`config.mk`:
```
export PLATFORM = sky130hd
export DESIGN_NAME = btn_scan_ctrl
export DESIGN_NICKNAME = d
export VERILOG_FILES = /design/src/rtl/btn_pkg.sv /design/src/rtl/sample_tick_gen.sv /design/src/rtl/btn_scan_ctrl.sv
export SDC_FILE = /design/constraint.sdc
export NUM_CORES = 1
export LEC_CHECK = 0
export CAP_MARGIN = 20
export CORE_ASPECT_RATIO = 1.75
export CORE_MARGIN = 4
export CORE_UTILIZATION = 30
export CTS_CLUSTER_SIZE = 8
export DETAILED_ROUTE_END_ITERATION = 7
export GPL_TIMING_DRIVEN = 0
export PLACE_DENSITY = 0.43
export SLEW_MARGIN = 30
export SYNTH_ARGS = -nofsm -noshare
export SYNTH_HDL_FRONTEND = slang
export SYNTH_SLANG_ARGS = --single-unit
```
`constraint.sdc`:
```
create_clock -name clk -period 3.6 [get_ports clk]
set_input_delay 0.72 -clock clk [delete_from_list [all_inputs] [get_ports clk]]
set_output_delay 0.72 -clock clk [all_outputs]
set_load 0.01 [all_outputs]
```
`src/rtl/btn_pkg.sv`:
```
// Shared definitions for the button scan controller: FSM state encoding,
// default timing constants and a constant-width helper.
package btn_pkg;

    typedef enum logic [0:0] {
        ST_IDLE = 1'b0,
        ST_SCAN = 1'b1
    } scan_state_e;

    // 50 MHz system clock divided down to a 100 Hz sample tick
    localparam int CLK_DIV_100HZ = 500000;
    localparam int WIN_DEFAULT   = 4;

    // Ceiling log2, used to size counters from parameters
    function automatic int clog2(input int value);
        int r;
        r = 0;
        for (int v = value - 1; v > 0; v = v >> 1) begin
            r = r + 1;
        end
        return r;
    endfunction

endpackage

```
`src/rtl/sample_tick_gen.sv`:
```
// Free-running divider producing a one-cycle tick every CLK_DIV clocks.
// The first tick appears CLK_DIV cycles after reset is released.
module sample_tick_gen
    import btn_pkg::*;
#(
    parameter int CLK_DIV = CLK_DIV_100HZ
) (
    input  logic clk,
    input  logic rst,
    output logic tick
);

    localparam int CW = (CLK_DIV > 1) ? clog2(CLK_DIV) : 1;

    logic [CW-1:0] div_cnt;

    // Count 0..CLK_DIV-1; tick is registered so it is high while the counter sits at 0
    always_ff @(posedge clk) begin
        if (rst) begin
            div_cnt <= '0;
            tick    <= 1'b0;
        end else if (div_cnt == CW'(CLK_DIV - 1)) begin
            div_cnt <= '0;
            tick    <= 1'b1;
        end else begin
            div_cnt <= div_cnt + CW'(1);
            tick    <= 1'b0;
        end
    end

endmodule

```
`src/rtl/btn_scan_ctrl.sv`:
```
// Multi-button debounce controller. One shared window/hold-counter update
// path is time-multiplexed across the buttons, one button per clock after
// each sample tick.
//
//   state   | meaning
//   --------+-----------------------------------------------------------
//   IDLE    | waiting for a sample tick (or a tick left pending by a scan)
//   SCAN    | updating button idx this cycle; last slot returns to IDLE,
//           | or restarts at slot 0 if another tick is already waiting
module btn_scan_ctrl
    import btn_pkg::*;
#(
    parameter int N_BTN        = 4,
    parameter int CLK_DIV      = CLK_DIV_100HZ,
    parameter int WIN          = WIN_DEFAULT,
    parameter int HOLD_TICKS   = 100,
    parameter int REPEAT_TICKS = 20
) (
    input  logic             clk,
    input  logic             rst,
    input  logic [N_BTN-1:0] btn_n,
    output logic             tick,
    output logic [N_BTN-1:0] btn_level,
    output logic [N_BTN-1:0] btn_press,
    output logic [N_BTN-1:0] btn_release,
    output logic [N_BTN-1:0] btn_long,
    output logic [N_BTN-1:0] btn_repeat,
    output logic             scan_busy
);

    localparam int IDX_W  = (N_BTN > 1) ? clog2(N_BTN) : 1;
    localparam int HC_MAX = HOLD_TICKS + REPEAT_TICKS;
    localparam int HC_W   = clog2(HC_MAX + 1);

    localparam logic [0:0] S_IDLE = ST_IDLE;
    localparam logic [0:0] S_SCAN = ST_SCAN;

    logic [N_BTN-1:0] sync_q1, sync_q2, pressed;
    logic [N_BTN-1:0] snap, snap_pend;
    logic             pending;
    logic [0:0]       state;
    logic [IDX_W-1:0] idx;
    logic             last_slot, scan_start;

    logic [WIN-1:0]   win      [N_BTN];
    logic [HC_W-1:0]  hold_cnt [N_BTN];

    logic [WIN-1:0]   win_nxt;
    logic             lvl_nxt;
    logic [HC_W-1:0]  cnt_inc;

    sample_tick_gen #(.CLK_DIV(CLK_DIV)) u_tick (
        .clk  (clk),
        .rst  (rst),
        .tick (tick)
    );

    // Two-flop synchronizer; resets to "released" so no phantom press follows reset
    always_ff @(posedge clk) begin
        if (rst) begin
            sync_q1 <= '1;
            sync_q2 <= '1;
        end else begin
            sync_q1 <= btn_n;
            sync_q2 <= sync_q1;
        end
    end

    assign pressed   = ~sync_q2;
    assign scan_busy = (state == S_SCAN);
    assign last_slot = (idx == IDX_W'(N_BTN - 1));
    assign scan_start = (tick || pending) &&
                        ((state == S_IDLE) || ((state == S_SCAN) && last_slot));

    // Scan sequencer; a tick landing mid-scan is parked with its own snapshot
    always_ff @(posedge clk) begin
        if (rst) begin
            state     <= S_IDLE;
            idx       <= '0;
            pending   <= 1'b0;
            snap      <= '0;
            snap_pend <= '0;
        end else if (scan_start) begin
            state   <= S_SCAN;
            idx     <= '0;
            snap    <= pending ? snap_pend : pressed;
            pending <= pending && tick;
            if (tick) begin
                snap_pend <= pressed;
            end
        end else begin
            if (tick) begin
                pending   <= 1'b1;
                snap_pend <= pressed;
            end
            if (state == S_SCAN) begin
                if (last_slot) begin
                    state <= S_IDLE;
                end else begin
                    idx <= idx + IDX_W'(1);
                end
            end
        end
    end

    // Shared update path for the button currently addressed by idx
    always_comb begin
        win_nxt = {win[idx][WIN-2:0], snap[idx]};
        if (&win_nxt) begin
            lvl_nxt = 1'b1;
        end else if (~|win_nxt) begin
            lvl_nxt = 1'b0;
        end else begin
            lvl_nxt = btn_level[idx];
        end
        cnt_inc = (hold_cnt[idx] == HC_W'(HC_MAX)) ? hold_cnt[idx]
                                                  : hold_cnt[idx] + HC_W'(1);
    end

    // Per-button window, level, hold counter and one-cycle event pulses
    always_ff @(posedge clk) begin
        if (rst) begin
            for (int i = 0; i < N_BTN; i++) begin
                win[i]      <= '0;
                hold_cnt[i] <= '0;
            end
            btn_level   <= '0;
            btn_press   <= '0;
            btn_release <= '0;
            btn_long    <= '0;
            btn_repeat  <= '0;
        end else begin
            btn_press   <= '0;
            btn_release <= '0;
            btn_long    <= '0;
            btn_repeat  <= '0;
            if (state == S_SCAN) begin
                win[idx]         <= win_nxt;
                btn_level[idx]   <= lvl_nxt;
                btn_press[idx]   <= lvl_nxt & ~btn_level[idx];
                btn_release[idx] <= ~lvl_nxt & btn_level[idx];
                if (!lvl_nxt) begin
                    hold_cnt[idx] <= '0;
                end else if (cnt_inc == HC_W'(HC_MAX)) begin
                    // reload so repeats keep coming every REPEAT_TICKS
                    hold_cnt[idx]   <= HC_W'(HOLD_TICKS);
                    btn_repeat[idx] <= 1'b1;
                end else begin
                    hold_cnt[idx] <= cnt_inc;
                    if (cnt_inc == HC_W'(HOLD_TICKS)) begin
                        btn_long[idx] <= 1'b1;
                    end
                end
            end
        end
    end

endmodule

```
==> results.ini, run 1 <==
[pwr]
combPwrFrac_pct = 3.2
peakVddDrop_mv = 0.212
power_density_nw_per_um2 = 436
power.internal_uw = 1800
power.leakage_uw = 0.00177
p_sw_share_pct = 21.2
switching_power_uw = 484
seqPwrFrac_pct = 53.7
clockPowerShare_pct = 43.1

[min_path]
hold_depth = 1
min_from = sync_q1[3]$_SDFF_PP1_
hp-class = reg -> reg
min_to = sync_q2[3]$_SDFF_PP1_

[cts]
cts_tree = done
cts_hold_buf = 0
post_cts_buffers = 0
root_buffer = clkbuf_16
cts_max_level = 3
insertion_delay_ns = 0.35
clockBufferDepth = 2
clock-sinks = 102
cts_resized = 0
cts_buffers = 9
clk_pin_slew_ns = 0.07

[final_layout]
final_common_cell = nor2_1
syn_to_final_growth_pct = 18.2
final_cell_mix = 67 x nor2_1, 62 x dfxtp_1, 47 x nand2_1
fin_nets = 465
drive_gt1_share_pct = 11.4
diodes = 0

[timing]
drv_slew = 0
skew_ns = 0.0125
relSlewSlack_pct = 49.0
holdWs_ns = 0.410
setup_violations = 0
fin_tns_setup_ns = 0
fmax_ghz = 0.307
rsz0062_at_grt = false
worst_slew_pin_slew_ns = 0.757
period_share_pct = 90.4
finalHoldViolations = 0
min_period_ns = 3.25

[global_route]
grt_pass1_vias = 3324
antenna_found_initial = 0
grt_pass1_wl_um = 17200
grt_busiest_layer = met2
grt_use_met1_pct = 12.8
grt_max_degree = 18
grtUsageTotal_pct = 13.3
grt-ovfl-total = 0
grt_use_met2_pct = 27.0
use_met3_pct = 1.90

[worst_setup_path]
arrival_ns = 3.33
endpoint_kind = flop
critPathKind = reg -> reg
cp_top_family = compound AO/OA/AOI/OAI gates
crit_fanout = 10
critical_path_buf_inv_count = 2
worstSetupStartpointType = flop
ff2ff_path_depth = 10
slowest_delay_ns = 0.57
r2r_end = hold_cnt[1][3]$_SDFFCE_PN0P_
regToRegSetupSlack_ns = 0.35
critical_path.cell_chain = buf_2, buf_4, mux4_2, ha_1, nand2b_1, o22ai_1, a311o_1, o211ai_4, o31ai_1, nor2_1
slowest_stage = o31ai_1
worstPathRequired_ns = 3.67

[synthesis]
yosys.area_share.simple_pct = 20.5
syn_inst = 414
synthesis.nets = 427
ys_ff_latch = 102
synthAdderAreaFrac_pct = 1.97
synth_mux_area_share_pct = 7.72
syn_area_um2 = 4440
synth_flop_cell = dfxtp_1
synthDistinctLibCells = 51
avgSynthCellArea_um2 = 10.7
synth.yosys.warnings = 0
synth_top_family_by_area = simple AND/OR/NAND/NOR gates
synth-compound-area-share_pct = 7.81
yosysSeqAreaShare_pct = 55.0
async_flop_share_pct = 0
synth_xor_area_share_pct = 4.14
synth_edf_count = 40

[floorplan]
die_w_um = 100
io_pins = 28
start_util_pct = 30.7
die_y_um = 169
fp-row-count = 58
design.die.area_um2 = 16900
core_um2 = 14400

[route]
routed_wl_um = 10400
drtIter0Drc = 124
dr.pass1.iters = 4
vias_per_cell = 4.82
dr_total_vias = 3072
ant_nets = 0
drc_errors = 0
routedWlPerCell_um = 16.3

[place]
portBuffers = 27
dp_hpwl_um = 8060
routabilityCongestion = 0.835

[outcome]
status = complete, no violations

[job]
drv_cap = 0

[metrics by stage]
step	instances	util [%]	power (uW)	setup slack, ns	area [um2]
finish	637	36.3	2290	0.347	5250
global route	637	36.3	2370	0.0453	5250
CTS	637	36.3	2320	0.281	5240
detailed placement	621	34.2	1330	0.288	4940
global placement	621	34.2	1330	0.303	4940
floorplan	414	-	1300	0.870	4440
[cells by family (layout without fill, tap and decap cells)]
family | after synthesis | after routing
XOR/XNOR | 21 | 21
AO/OA/AOI/OAI | 48 | 48
multiplexers | 19 | 19
buffers and inverters | 29 | 72
adder cells (fa/ha/maj) | 7 | 7
flip-flops | 102 | 102
AND/OR/NAND/NOR | 188 | 188
[per-layer routing]
layer  wire (um)  share of wire [%]
met1        3800                 37
met2        6190                 60
met3         174                1.7
met4         228                2.2
met5           0                  0
[power by group through the flow]
stage	Clock, uW	Sequential [uW]	Combinational (uW)
CTS	1020	1230	74.4
detailed placement	0	1250	74.1
finish	986	1230	72.7
global placement	0	1250	73.2
global route	1060	1230	80.6
floorplan	0	1250	49.4
[how the worst max path moves through the flow]
stage	slack (ns)	cells after the start	to
global route	0.05	10	hold_cnt[1][3]$_SDFFCE_PN0P_
finish	0.35	10	hold_cnt[1][3]$_SDFFCE_PN0P_
floorplan	0.87	10	hold_cnt[1][2]$_SDFFCE_PN0P_
CTS	0.28	10	hold_cnt[1][3]$_SDFFCE_PN0P_
global placement	0.30	10	hold_cnt[0][3]$_SDFFCE_PN0P_
detailed placement	0.29	10	hold_cnt[2][3]$_SDFFCE_PN0P_
[cell type report]
class                      count  area (um2)
buffer                        15        76.3
clock buffer                  13         283
clock inverter                 3        25.0
fill                        1443        9190
inverter                      14        52.6
multi-input combinational    283        1870
sequential                   102        2440
tap                          180         225
timing repair buffer          27         270
[cell usage after synthesis, types with 2 or more instances]
cell	count	area share, %
and2_1	7	0.99
nor4_1	6	0.85
edfxtp_1	40	27
nor4b_1	6	1.2
o21a_1	2	0.34
dfxtp_1	62	28
xnor2_1	8	1.6
inv_1	13	1.1
and3_1	2	0.28
or2_2	9	1.3
xor2_1	13	2.6
a211oi_1	4	0.68
o31ai_1	3	0.51
nand2b_1	3	0.42
or3_1	2	0.28
buf_6	2	0.51
mux4_2	12	6.1
ha_1	7	2.0
mux2i_1	5	1.1
nand4_1	7	0.99
mux2_2	2	0.51
o21ai_0	11	1.2
clkbuf_1	11	0.93
a21oi_1	14	1.6
nor3b_1	3	0.51
nand3_1	15	1.7
nor3_1	8	0.90
nand2_1	47	4.0
nor2_1	67	5.7
o211ai_2	2	0.56
[worst reg2reg max path: cells and delay by family (launching register included)]
kind | cells | cell delay [ns]
and+or+nand+nor | 2 | 0.20
muxes | 1 | 0.28
AOI/OAI and AO/OA | 4 | 1.49
buffers and inverters | 2 | 0.46
DFF | 1 | 0.30
adders and majority gates | 1 | 0.25
[registers in the layout, summed over array words and instances, names as in the netlist, named ones only]
register,count
hold_cnt,28
u_tick.div_cnt,19
win,12
btn_level,4
btn_long,4
btn_press,4
btn_release,4
btn_repeat,4
snap,4
snap_pend,4
sync_q1,4
sync_q2,4
idx,2
pending,1
scan_busy,1
u_tick.tick,1
(Power assumes the default switching activity.)
==> run 2, diff against run 1 <==
- SKIP_LAST_GASP: not set -> 1
==> results of run 2 <==
Final layout, timing and power as in run 1 (identical DEF).
==> run 3, diff against run 2 <==
- GPL_TIMING_DRIVEN: 0 -> not set
==> run 3 against run 2 <==
Maximum frequency is 0.81% higher. Register-to-register slack improved by 0.03 ns. Sequential cell count stayed put. Combinational power shrank 1%. Largest power group unchanged.
==> results.ini, run 3 (synthesis gave the netlist of run 1 again) <==
[outcome]
status = complete, no violations  ; unchanged

[final_layout]
final_common_cell = nor2_1  ; unchanged
diodes = 0  ; unchanged
largest_reg_flops = 28  ; unchanged
syn_to_final_growth_pct = 17.8  ; was 18.2%
fin_nets = 457  ; was 465
largest-register = hold_cnt  ; unchanged
drive_gt1_share_pct = 12.0  ; was 11.4%
final_cell_area_um2 = 5230  ; was 5250 um2
final_cell_mix = 67 x nor2_1, 62 x dfxtp_1, 47 x nand2_1  ; unchanged
top_regs = hold_cnt x28, u_tick.div_cnt x19, win x12  ; unchanged

[cts]
root_buffer = clkbuf_16  ; unchanged
post_cts_buffers = 0  ; unchanged
insertion_delay_ns = 0.34  ; was 0.35 ns
clock-sinks = 102  ; unchanged
cts_tree = done  ; unchanged
cts_resized = 0  ; unchanged
clk_pin_slew_ns = 0.07  ; about the same
cts_max_level = 3  ; unchanged
cts_buffers = 9  ; unchanged
cts_hold_buf = 0  ; unchanged
clockBufferDepth = 2  ; unchanged

[floorplan]
core_um2 = 14400  ; unchanged
start_util_pct = 30.7  ; unchanged
fp-row-count = 58  ; unchanged
die_w_um = 100  ; unchanged
design.die.area_um2 = 16900  ; unchanged
die_y_um = 169  ; unchanged
io_pins = 28  ; unchanged

[global_route]
antenna_found_initial = 0  ; unchanged
grt-ovfl-total = 0  ; unchanged
grt_pass1_wl_um = 16800  ; was 17200 um
grt_max_degree = 32  ; was 18
grtUsageTotal_pct = 13.0  ; was 13.3%
grt_pass1_vias = 3285  ; was 3324

[place]
dp_hpwl_um = 7910  ; was 8060 um
dpl_cell_area_um2 = 4910  ; was 4940 um2
portBuffers = 27  ; unchanged
routabilityCongestion = 0.855  ; was 0.835

[pwr]
peakVddDrop_mv = 0.244  ; was 0.212 mV
power.internal_uw = 1860  ; was 1800 uW
clockPowerShare_pct = 44.2  ; was 43.1%
power.leakage_uw = 0.00177  ; about the same
seqPwrFrac_pct = 52.8  ; was 53.7%
switching_power_uw = 474  ; was 484 uW
power_density_nw_per_um2 = 446  ; was 436 nW/um2
combPwrFrac_pct = 3.1  ; was 3.2%
p_sw_share_pct = 20.3  ; was 21.2%

[route]
vias_per_cell = 4.83  ; was 4.82
dr.pass1.iters = 4  ; unchanged
ant_nets = 0  ; unchanged
drc_errors = 0  ; unchanged
dr_total_vias = 3041  ; was 3072
routedWlPerCell_um = 16.4  ; was 16.3 um
drtIter0Drc = 137  ; was 124
routed_wl_um = 10300  ; was 10400 um

[worst_setup_path]
worstPathRequired_ns = 3.83  ; was 3.67 ns
endpoint_kind = flop  ; unchanged
critical_path.cell_chain = mux4_2, ha_1, nand2b_1, o22ai_1, nand2_1, xor2_1, o2111ai_1, nor4b_1  ; was buf_2, buf_4, mux4_2, ha_1, nand2b_1, o22ai_1, a311o_1, o211ai_4, o31ai_1, nor2_1
crit_fanout = 11  ; was 10
slowest_delay_ns = 0.65  ; was 0.57 ns
critPathKind = reg -> reg  ; unchanged
worstSetupStartpointType = flop  ; unchanged
arrival_ns = 3.46  ; was 3.33 ns
slowest_stage = dfxtp_1  ; was o31ai_1

[timing]
drv_slew = 0  ; unchanged
period_share_pct = 89.6  ; was 90.4%
fin_tns_setup_ns = 0  ; unchanged
relSlewSlack_pct = 48.7  ; was 49.0%
fmax_ghz = 0.310  ; was 0.307 GHz
skew_ns = 0.0139  ; was 0.0125 ns
min_period_ns = 3.23  ; was 3.25 ns
rsz0062_at_grt = false  ; unchanged
finalHoldViolations = 0  ; unchanged
worst_slew_pin_slew_ns = 0.762  ; was 0.757 ns
setup_violations = 0  ; unchanged

[job]
drv_cap = 0  ; unchanged

[min_path]
hp-class = reg -> reg  ; unchanged

run 3: cell types whose count changed in the layout (fill, tap and decap cells not counted), sizes merged:
cell	previous run	this run
clkbuf	24	11
clkinvlp	1	2
buf	4	7
bufinv	0	2
inv	14	13
run 3: metrics by stage:
stage / setup slack, ns / utilization, % / hold WS, ns / total power (uW) / cells
after floorplan: 0.870 / - / 0.389 / 1300 / 414
after global placement: 0.383 / 34.0 / 0.392 / 1330 / 613
after detailed placement: 0.392 / 34.0 / 0.393 / 1330 / 613
after CTS: 0.362 / 36.2 / 0.408 / 2360 / 629
after global routing: 0.0316 / 36.2 / 0.417 / 2410 / 629
final: 0.373 / 36.2 / 0.407 / 2330 / 629
run 3: worst paths after layout:
kind | startpoint | to | slack (ns) | cells after the start
setup reg to reg | flop | btn_long[0]$_SDFF_PP0_ | 0.37 | 8
hold reg to reg | sync_q1[3]$_SDFF_PP1_ | sync_q2[3]$_SDFF_PP1_ | 0.41 | 1
hold / removal | sync_q1[3]$_SDFF_PP1_ | sync_q2[3]$_SDFF_PP1_ | 0.41 | 1
setup / recovery | flop | btn_long[0]$_SDFF_PP0_ | 0.37 | 8
run 3: power by group through the flow:
stage               sequential [uW]  clock, uW  combinational, uW
floorplan                      1250          0               49.4
global placement               1260          0               72.4
detailed placement             1260          0               73.1
CTS                            1230       1060               73.4
global route                   1230       1100               80.1
finish                         1230       1030               71.8
run 3: layout make-up:
cell class | count | area, um2
Clock buffer | 11 | 233
Clock inverter | 5 | 83.8
Fill cell | 1452 | 9210
Inverter | 14 | 52.6
Multi-Input combinational cell | 283 | 1870
Sequential cell | 102 | 2440
Tap cell | 180 | 225
Timing Repair Buffer | 34 | 323
run 3: critical path: cells and delay by family (launching register included):
family	cells	cell delay (ns)
XOR/XNOR	1	0.42
flip-flops	1	0.65
AO/OA/AOI/OAI	2	0.51
AND/OR/NAND/NOR	3	0.61
multiplexers	1	0.65
adder cells (fa/ha/maj)	1	0.28
run 3: layer usage:
metal	share of wire [%]	routed length, um	track usage [%]	vias up
li1	-	-	-	1516
met1	37	3760	12.3	1478
met2	59	6080	26.0	34
met3	1.8	185	2.10	13
met4	2.6	267	6.24	0
met5	0	0	0	-
